==> src/rtl/uart_mode_ctrl.sv <==
// uart_mode_ctrl
//   Selects one of NUM_MODES display/function modes and keeps one sub-mode bit
//   per mode. Commands come in as ASCII bytes from the UART RX path (qualified
//   by pc_valid_i) or as a debounced "next" button pulse. A lock key freezes
//   every command except the lock key itself.
//
// Ports
//   clk_i           system clock
//   rst_i           synchronous reset, active low
//   pc_data_i       ASCII byte from UART RX
//   pc_valid_i      one-cycle strobe qualifying pc_data_i
//   btn_next_i      one-cycle debounced button pulse, acts as NEXT
//   m_sel_o         current mode index (registered)
//   m_sub_o         sub-mode bit of the current mode
//   m_sub_vec_o     sub-mode bit of every mode (registered)
//   locked_o        lock state (registered)
//   mode_changed_o  one-cycle pulse when m_sel_o changes value
//
// Lock FSM
//   state    | meaning
//   UNLOCKED | every command executes
//   LOCKED   | only the lock key is honoured

module uart_mode_ctrl #(
  parameter int unsigned NUM_MODES  = 4,
  parameter int unsigned MODE_W     = 2,
  parameter int unsigned RESET_MODE = 0,
  parameter logic [7:0]  KEY_NEXT   = 8'h4D,
  parameter logic [7:0]  KEY_PREV   = 8'h4E,
  parameter logic [7:0]  KEY_SUB    = 8'h48,
  parameter logic [7:0]  KEY_LOCK   = 8'h4C,
  parameter logic [7:0]  DIGIT_BASE = 8'h30
) (
  input  logic                 clk_i,
  input  logic                 rst_i,
  input  logic [7:0]           pc_data_i,
  input  logic                 pc_valid_i,
  input  logic                 btn_next_i,
  output logic [MODE_W-1:0]    m_sel_o,
  output logic                 m_sub_o,
  output logic [NUM_MODES-1:0] m_sub_vec_o,
  output logic                 locked_o,
  output logic                 mode_changed_o
);

  typedef enum logic {
    UNLOCKED = 1'b0,
    LOCKED   = 1'b1
  } lock_state_e;

  localparam logic [MODE_W-1:0] LAST_MODE = MODE_W'(NUM_MODES - 1);
  localparam logic [MODE_W-1:0] RESET_SEL = MODE_W'(RESET_MODE);

  lock_state_e            state_q, state_d;
  logic [MODE_W-1:0]      m_sel_q, m_sel_d;
  logic [NUM_MODES-1:0]   m_sub_vec_q, m_sub_vec_d;
  logic                   mode_changed_q, mode_changed_d;

  // Letter keys also accept their lowercase form (bit 5 set).
  function automatic logic key_hit(input logic [7:0] b, input logic [7:0] k);
    return (b == k) || (b == (k | 8'h20));
  endfunction

  logic       hit_next, hit_prev, hit_sub, hit_lock, hit_digit, digit_ok;
  logic       cmd_known;
  logic [7:0] digit_off;
  logic       sel_bad;
  logic [MODE_W-1:0] sel_inc, sel_dec;

  // Command decode
  always_comb begin
    hit_next  = key_hit(pc_data_i, KEY_NEXT);
    hit_prev  = key_hit(pc_data_i, KEY_PREV);
    hit_sub   = key_hit(pc_data_i, KEY_SUB);
    hit_lock  = key_hit(pc_data_i, KEY_LOCK);
    digit_off = pc_data_i - DIGIT_BASE;
    hit_digit = (pc_data_i >= DIGIT_BASE) && (digit_off <= 8'd9);
    // A digit beyond the mode count is still a recognised key (it claims the
    // cycle over btn_next) but selects nothing.
    digit_ok  = hit_digit && (32'(digit_off) < NUM_MODES);
    cmd_known = pc_valid_i && (hit_next || hit_prev || hit_sub || hit_lock || hit_digit);
  end

  // Wrap by explicit compare so non-power-of-2 mode counts work.
  always_comb begin
    sel_bad = 32'(m_sel_q) >= NUM_MODES;
    sel_inc = (m_sel_q == LAST_MODE) ? '0 : m_sel_q + MODE_W'(1);
    sel_dec = (m_sel_q == '0) ? LAST_MODE : m_sel_q - MODE_W'(1);
  end

  // Next-state logic
  always_comb begin
    state_d        = state_q;
    m_sel_d        = m_sel_q;
    m_sub_vec_d    = m_sub_vec_q;
    mode_changed_d = 1'b0;

    unique case (state_q)
      UNLOCKED: begin
        if (pc_valid_i && hit_lock) begin
          state_d = LOCKED;
        end else if (cmd_known) begin
          if (hit_next) begin
            m_sel_d = sel_inc;
          end else if (hit_prev) begin
            m_sel_d = sel_dec;
          end else if (hit_sub) begin
            for (int unsigned i = 0; i < NUM_MODES; i++) begin
              if (32'(m_sel_q) == i) begin
                m_sub_vec_d[i] = ~m_sub_vec_q[i];
              end
            end
          end else if (digit_ok) begin
            m_sel_d = MODE_W'(digit_off);
          end
        end else if (btn_next_i) begin
          m_sel_d = sel_inc;
        end
      end
      LOCKED: begin
        if (pc_valid_i && hit_lock) begin
          state_d = UNLOCKED;
        end
      end
      default: state_d = UNLOCKED;
    endcase

    // An out-of-range index (e.g. upset flop) is recovered on the next edge.
    if (sel_bad) begin
      m_sel_d = RESET_SEL;
    end

    mode_changed_d = (m_sel_d != m_sel_q);
  end

  always_ff @(posedge clk_i) begin
    if (!rst_i) begin
      state_q        <= UNLOCKED;
      m_sel_q        <= RESET_SEL;
      m_sub_vec_q    <= '0;
      mode_changed_q <= 1'b0;
    end else begin
      state_q        <= state_d;
      m_sel_q        <= m_sel_d;
      m_sub_vec_q    <= m_sub_vec_d;
      mode_changed_q <= mode_changed_d;
    end
  end

  // Loop select avoids an index wider than the vector when NUM_MODES < 2**MODE_W.
  always_comb begin
    m_sub_o = 1'b0;
    for (int unsigned i = 0; i < NUM_MODES; i++) begin
      if (32'(m_sel_q) == i) begin
        m_sub_o = m_sub_vec_q[i];
      end
    end
  end

  assign m_sel_o        = m_sel_q;
  assign m_sub_vec_o    = m_sub_vec_q;
  assign locked_o       = (state_q == LOCKED);
  assign mode_changed_o = mode_changed_q;

endmodule

==> config.mk <==
export PLATFORM = sky130hd
export DESIGN_NAME = uart_mode_ctrl
export DESIGN_NICKNAME = d
export VERILOG_FILES = /design/src/rtl/uart_mode_ctrl.sv
export SDC_FILE = /design/constraint.sdc
export NUM_CORES = 1
export LEC_CHECK = 0
export BUFFER_PORTS_ARGS = -buffer_cell sky130_fd_sc_hd__buf_4
export CORE_UTILIZATION = 30
export CTS_CLUSTER_DIAMETER = 60
export CTS_CLUSTER_SIZE = 10
export DETAILED_ROUTE_END_ITERATION = 10
export GPL_TIMING_DRIVEN = 0
export PLACE_DENSITY_LB_ADDON = 0.3
export SLEW_MARGIN = 30
export SYNTH_ARGS = -nofsm -noshare
export SYNTH_HDL_FRONTEND = slang
export SYNTH_SLANG_ARGS = --single-unit
==> constraint.sdc <==
create_clock -name clk_i -period 2.3 [get_ports clk_i]
set_input_delay 0.46 -clock clk_i [delete_from_list [all_inputs] [get_ports clk_i]]
set_output_delay 0.46 -clock clk_i [all_outputs]
set_load 0.05 [all_outputs]
Word level (Yosys, flattened, before mapping)

Index checks and enable logic that the tools add are counted.

$add $sub $neg: 3
$lt $le $gt $ge: 3
Eq/ne operators: 12
Muxes and demuxes: 17
Reduce and logical (&&, ||, !) cells: 17
Bitwise logic cells: 8

Operators with widths:

| kind                                                            | number |
|---|---|
| == test 8 x 7 -> 1 bit (second input constant)                  | 8 |
| AND reduction 7 bit                                             | 4 |
| 2-to-1 mux 2 bit                                                | 10 |
| >= comparator 8 x 6 -> 1 bit (second input constant)            | 1 |
| less-or-equal comparator 8 x 4 -> 1 bit (second input constant) | 1 |
| logical OR 1 bit                                                | 8 |
| less-than comparator 8 x 3 -> 1 bit (second input constant)     | 1 |
| inverter 1 bit                                                  | 8 |
| subtractor 8 x 6 -> 8 bit (second input constant)               | 1 |
| 2-to-1 mux 1 bit                                                | 6 |
| == test 2 bit (second input constant)                           | 2 |
| logical AND 1 bit                                               | 4 |
| adder 2 x 1 -> 2 bit (second input constant)                    | 1 |
| == test 2 x 1 -> 1 bit (second input constant)                  | 1 |
| logical NOT 2 bit                                               | 1 |
| inequality test 2 bit                                           | 1 |
| one-hot mux 1 bit (2 select lines)                              | 1 |
| subtractor 2 x 1 -> 2 bit (second input constant)               | 1 |

Output and inout bits: 9
Register bits after elaboration: 8

Depth between registers and ports, before layout

Gate-level depths: netlist (run 1).

Depth in word-level cells: 12
Gate-level depth with buffers: 8
Depth with buffers taken out: 8

Least setup slack after synthesis (run 1)

Ideal clock, no wire load.

Kind: register to output
Start: reg m_sel_q[1] (netlist: m_sel_o[1])
End: out m_sub_o
Setup slack: -0.658 ns
Required time: 1.840 ns
Path buffers: 0
Stages on the path, launching flop included: 8
Arrival time: 2.498 ns
Path through: dfxtp_1 inv_1 ha_1 nor2_1 a21oi_1 nor2_1 a21oi_1 o21ai_0

Cells in the longest elaborated chain, start to end: 5
Elaborated cells on any way between the ends: 8
Those cells by class: eq/ne (3); mux (4); reduce/logical (1)

Ends and longest elaborated chain:

| item                          | RTL line | RTL |
|---|---|---|
| start: declaration            | 55       | `logic [MODE_W-1:0] m_sel_q, m_sel_d;` |
| start signal: assignment      | 144      | `m_sel_q <= m_sel_d;` |
| logical NOT 2 bit             | 154      | `if (32'(m_sel_q) == i) begin` |
| 2-to-1 mux 1 bit (3 in a row) | 154      |  |
| 2-to-1 mux 1 bit *            | 154      |  |
| end: declaration              | 40       | `output logic m_sub_o,` |

Mark *: on every way between the ends. The rest lies on a longest branch, timed or not.

Worst setup path after layout (run 1)

Start: reg m_sel_q[0] (netlist: m_sel_o[0])
End: out m_sub_o

Same word-level chain as after synthesis.

==> results of run 1 <==
critical path, cell delays in order, from the launching register on:
cell and delay [ns]:
dfxtp_4 0.40, inv_1 0.11, ha_1 0.24, nand2_1 0.07, nor2_1 0.04, a21oi_1 0.13
nor2_1 0.07, a21oi_2 0.12, o21ai_2 0.06, buf_4 0.19
final cells by class:
cell class,count,area (um2)
fill,239,1296
sequential,8,165.2
tap,28,35.03
multi-input combinational,77,548.0
clock buffer,3,22.52
buffer,1,5.005
inverter,3,11.26
timing repair buffer,20,150.1
per-stage QoR:
step                worst slack, ns  instances
floorplan                   0.02201         89
global placement             0.1853        137
detailed placement           0.1386        137
CTS                         0.05809        140
global route               0.006116        140
finish                       0.1545        140
worst min path at each step:
stage	start	endpoint	slack [ns]
floorplan	rst_i	m_sel_o[1]$_SDFF_PN0_	0.58
global placement	m_sub_vec_o[1]$_SDFFE_PN0P_	m_sub_vec_o[1]$_SDFFE_PN0P_	0.58
detailed placement	m_sub_vec_o[0]$_SDFFE_PN0P_	m_sub_vec_o[0]$_SDFFE_PN0P_	0.60
CTS	rst_i	locked_o$_SDFF_PN0_	0.48
global route	rst_i	m_sub_vec_o[2]$_SDFFE_PN0P_	0.48
finish	rst_i	locked_o$_SDFF_PN0_	0.48
registers in the layout, indices dropped and copies added, names as in the netlist:
| name | count |
|---|---|
| m_sub_vec_o | 4 |
| m_sel_o | 2 |
| locked_o | 1 |
| mode_changed_o | 1 |
power by group through the flow:
stage               Sequential [uW]  Combinational (uW)  Clock (uW)
floorplan                       187                67.8           0
global placement                162                 141           0
detailed placement              161                 145           0
CTS                             159                 145         116
global route                    160                 157         128
finish                          158                 145         113
kinds of logic after synthesis:
group,Yosys count,synth area share
xor+xnor,6,0.07330
mux,2,0.02792
flops,8,0.2234
simple gates,45,0.3717
compound gates,20,0.2112
buf+inv,4,0.02268
fa+ha+maj,4,0.06981
routing by layer:
layer  vias to the layer above  track usage
met5                         -            0
met1                       339       0.1610
met3                         2      0.05357
li1                        368            -
met2                        17       0.2511
met4                         0      0.04167
what timing repair did:
action | CTS | global route
endpoints found under the setup margin | 1 | 1
gates cloned | 0 | 0
resized for setup | 1 | 2
Yosys cell counts (all sizes together), types with 3 or more instances:
library cell / number
a21oi: 3
and2: 7
dfxtp: 8
ha: 4
inv: 3
nand2: 11
nand3: 6
nand3b: 3
nor2: 6
nor2b: 4
o21ai: 4
xnor2: 6
==> impl_metrics.toml, run 1 <==
[clocking]
root_buffer = "clkbuf_4"
cts.sinks = 8
cts_buffers = 3
path_clk_slew_ns = 0.06
htreeDepth = 1
postCtsSetupBuffers = 0
clk_path_buf_depth = 2
cts_tree = "done"
clk_latency_ns = 0.26
ctsHoldBuffers = 0

[setup_path]
crit_path_start_kind = "flop"
endpoint_kind = "output port"
crit_fanout = 11
reg2reg_slack_ns = 0.40
cp.required_ns = 1.84
reg2reg_depth = 8
crit_start = "m_sel_o[0]$_SDFF_PN0_"
crit_end = "m_sub_o"
cp.arrival_ns = 1.69
criticalPathCategory = "flop to output port"
r2r-start = "m_sel_o[0]$_SDFF_PN0_"
r2r_end = "mode_changed_o$_SDFF_PN0_"

[timing]
rsz0062_at_grt = "no"
final_max_slew_viol_count = 0
final.min_clock_period_ns = 2.145
final.setup.tns_ns = 0
whs_ns = 0.4770
maxSlewHeadroom = 0.7234
finClkSkew_ns = 0.008995
finalCritPeriodShare = 0.9328
max_freq_mhz = 466.1
setup_viol = 0
hold_viol_final = 0
worst_slew_pin_slew_ns = 0.4141

[global_routing]
grt_pass1_vias = 649
grt_remaining_overflow = 0
antenna_found_initial = 0
grt_usage = 0.1435
grt_max_degree = 12
grt_pass1_wl_um = 2739

[run]
drv_cap = 0

[synthesis]
synthesis.area_per_instance_um2 = 8.055
synth_area_leader_cell = "dfxtp_1"
synth_nets = 105
synthCells = 89
synth.cell_area_um2 = 716.9
synth_area_leaders = "dfxtp_1, xnor2_1, ha_1"
yosysWarningCount = 0
ys_ff_latch = 8
ys_seq_area_frac = 0.2234
synth_edf_count = 0
netlist.area_leader.share = 0.2234
async_flop_share = 0
ys.flop_type = "dfxtp_1"
yosysUniqueCellTypes = 34

[place]
gp_congestion = 0.8310
portBuffers = 20
place_area_um2 = 907.1
dp_hpwl_um = 1334

[floorplan]
ios = 21
chipWidth_um = 50.89
start_util = 0.3210
die-area_mm2 = 0.002589
coreArea_mm2 = 0.002233
rows = 17
die_h_um = 50.89

[pwr]
ir_worst_vdd_mv = 0.3714
pwr-share-comb = 0.348
power.switching_uw = 147.0
clkPwrFrac = 0.271
seqPwrFrac = 0.380
cellPowerDensity_mw_per_mm2 = 444.3
power.internal_uw = 269.4
swShare = 0.3531
p_total_uw = 416.4
p_leak_uw = 0.0003968

[min_path]
hold_path_class = "input pin to flop"
whs_path_depth = 2

[final_layout]
utilization = 0.4196
num-nets-final = 130
area_delta_synth_final_pct = 30.72
final_area_um2 = 937.1
drive_gt1_frac = 0.3125
layout_commonest_cell = "buf_4"
antenna_cells = 0
final_cell_mix = "buf_4, nand2_1"

[routing]
wl_met2_um = 829
drt-pass1-iter-count = 4
wl_met3_um = 78
detail_route.vias_per_cell = 5.186
antenna_left = 0
drc_errors = 0
top_layer_used = "met4"
drtIter0Drc = 7
wirelength_um = 1708
wl_met1_um = 791
detail_route.wl_per_cell_um = 12.20
dr_total_vias = 726

[outcome]
status = "finished clean"
(Power assumes the default switching activity.)
==> inputs of run 2 (changes only) <==
--- a/config.mk
+++ b/config.mk
@@ -5,7 +5,7 @@
 export SDC_FILE = /design/constraint.sdc
 export NUM_CORES = 1
 export LEC_CHECK = 0
-export BUFFER_PORTS_ARGS = -buffer_cell sky130_fd_sc_hd__buf_4
+export BUFFER_PORTS_ARGS = -buffer_cell sky130_fd_sc_hd__buf_2
 export CORE_UTILIZATION = 30
 export CTS_CLUSTER_DIAMETER = 60
 export CTS_CLUSTER_SIZE = 10
==> constraint.sdc (replaced) <==
create_clock -name clk_i -period 2.2 [get_ports clk_i]
set_input_delay 0.44 -clock clk_i [delete_from_list [all_inputs] [get_ports clk_i]]
set_output_delay 0.44 -clock clk_i [all_outputs]
set_load 0.05 [all_outputs]
==> run 2 against run 1 <==
Compared with the run above: die area is the same; cell count is the same; worst setup slack gained 0.018 ns; sequential power grew 5%; routed wire length shrank 8.5%; final area shrank 4.7%; non-clock buffer count is the same; core utilization shrank 2.0 points.
==> impl_metrics.toml, run 2 (synthesis results as in run 1) <==
[outcome]
status = "finished clean"

[pwr]
ir_worst_vdd_mv = 0.2416
p_total_uw = 417.3
p_leak_uw = 0.0003871
swShare = 0.3509
power.switching_uw = 146.4
power.internal_uw = 270.9
clkPwrFrac = 0.267
cellPowerDensity_mw_per_mm2 = 467.1
pwr-share-comb = 0.335
seqPwrFrac = 0.398

[floorplan]
coreArea_mm2 = 0.002233
start_util = 0.3210
die-area_mm2 = 0.002589
chipWidth_um = 50.89
rows = 17
die_h_um = 50.89
ios = 21

[clocking]
clk_path_buf_depth = 2
root_buffer = "clkbuf_4"
cts_tree = "done"
htreeDepth = 1
clk_latency_ns = 0.25
cts.sinks = 8
cts_buffers = 3
postCtsSetupBuffers = 0
path_clk_slew_ns = 0.06

[routing]
top_layer_used = "met4"
drtIter0Drc = 9
antenna_left = 0
dr_total_vias = 694
detail_route.wl_per_cell_um = 11.16
wirelength_um = 1562
drt-pass1-iter-count = 3
wl_met3_um = 74
wl_met2_um = 703
drc_errors = 0
detail_route.vias_per_cell = 4.957
wl_met1_um = 770

[timing]
setup_viol = 0
finClkSkew_ns = 0.004112
fin_ws_ns = 0.1727
hold_viol_final = 0
worst_slew_pin_slew_ns = 0.3682
final_max_slew_viol_count = 0
finalCritPeriodShare = 0.9215
rsz0062_at_grt = "no"
maxSlewHeadroom = 0.7541
final.min_clock_period_ns = 2.027
final.setup.tns_ns = 0
whs_ns = 0.5161
max_freq_mhz = 493.3

[final_layout]
fillers = 242
area_delta_synth_final_pct = 24.61
largest_reg_flops = 4
antenna_cells = 0
final_cell_mix = "buf_2, nand2_1"
drive_gt1_frac = 0.3214
num-nets-final = 130
layout_commonest_cell = "buf_2"
utilization = 0.4000

[setup_path]
crit_fanout = 9
crit_path_start_kind = "flop"
endpoint_kind = "output port"
criticalPathCategory = "flop to output port"
cp.arrival_ns = 1.59
cp.required_ns = 1.76

[global_routing]
grt_max_degree = 12
antenna_found_initial = 0
grt_pass1_vias = 605
grt_remaining_overflow = 0
grt_pass1_wl_um = 2704
grt_usage = 0.1368

[place]
pre_cts_ws_ns = 0.1010
gp_congestion = 0.8136
portBuffers = 20
dp_hpwl_um = 1243

[min_path]
hold_path_class = "input pin to flop"

[run]
drv_cap = 0
[run 2: cell counts in the layout (fill, tap and decap cells not counted)]
Identical to the previous run, type by type.
[run 2: final timing paths]
path | endpoint | startpoint | slack, ns | cells after the start
hold / removal | m_sel_o[0]$_SDFF_PN0_ | rst_i | 0.52 | 2
hold reg to reg | m_sel_o[0]$_SDFF_PN0_ | m_sel_o[0]$_SDFF_PN0_ | 0.56 | 2
setup reg to reg | mode_changed_o$_SDFF_PN0_ | m_sel_o[1]$_SDFF_PN0_ | 0.34 | 8
setup / recovery | m_sub_o | m_sel_o[1]$_SDFF_PN0_ | 0.17 | 9
[run 2: area by class of cell]
class	count	area, um2	area share
Inverter	3	11.26	0.01261
Buffer	1	5.005	0.005602
Timing Repair Buffer	20	106.4	0.1190
Multi-Input combinational cell	77	548.0	0.6134
Tap cell	28	35.03	0.03922
Clock buffer	3	22.52	0.02521
Sequential cell	8	165.2	0.1849
[run 2: per-layer routing]
metal  GRT usage  up-vias
met1      0.1957      302
met3     0.01786        2
met2      0.2044       18
met5           0        -
met4     0.05556        0
li1            -      372
[run 2: critical path, stage by stage (launching register included)]
cell	delay [ns]
dfxtp_2	0.42
inv_1	0.09
ha_1	0.21
nand2_1	0.07
nor2_1	0.04
a21oi_1	0.11
nor2_1	0.06
a21oi_2	0.12
o21ai_2	0.06
buf_6	0.15
[run 2: power groups by stage]
stage,combinational [uW],sequential [uW],clock [uW]
CTS,140,166,118
finish,140,166,111
detailed placement,139,170,0
floorplan,70.8,196,0
global route,154,168,125
global placement,137,169,0
[run 2: what timing repair did]
| action | CTS | global route |
|---|---|---|
| cloned | 0 | 0 |
| endpoints found under the setup margin | 1 | 1 |
| hold buffers | 0 | 0 |
| gates resized for setup | 1 | 5 |
[run 2: metrics by stage]
step / cells / area (um2)
floorplan: 89 / 723.2
global placement: 137 / 858.3
detailed placement: 137 / 858.3
CTS: 140 / 883.3
global route: 140 / 893.4
finish: 140 / 893.4
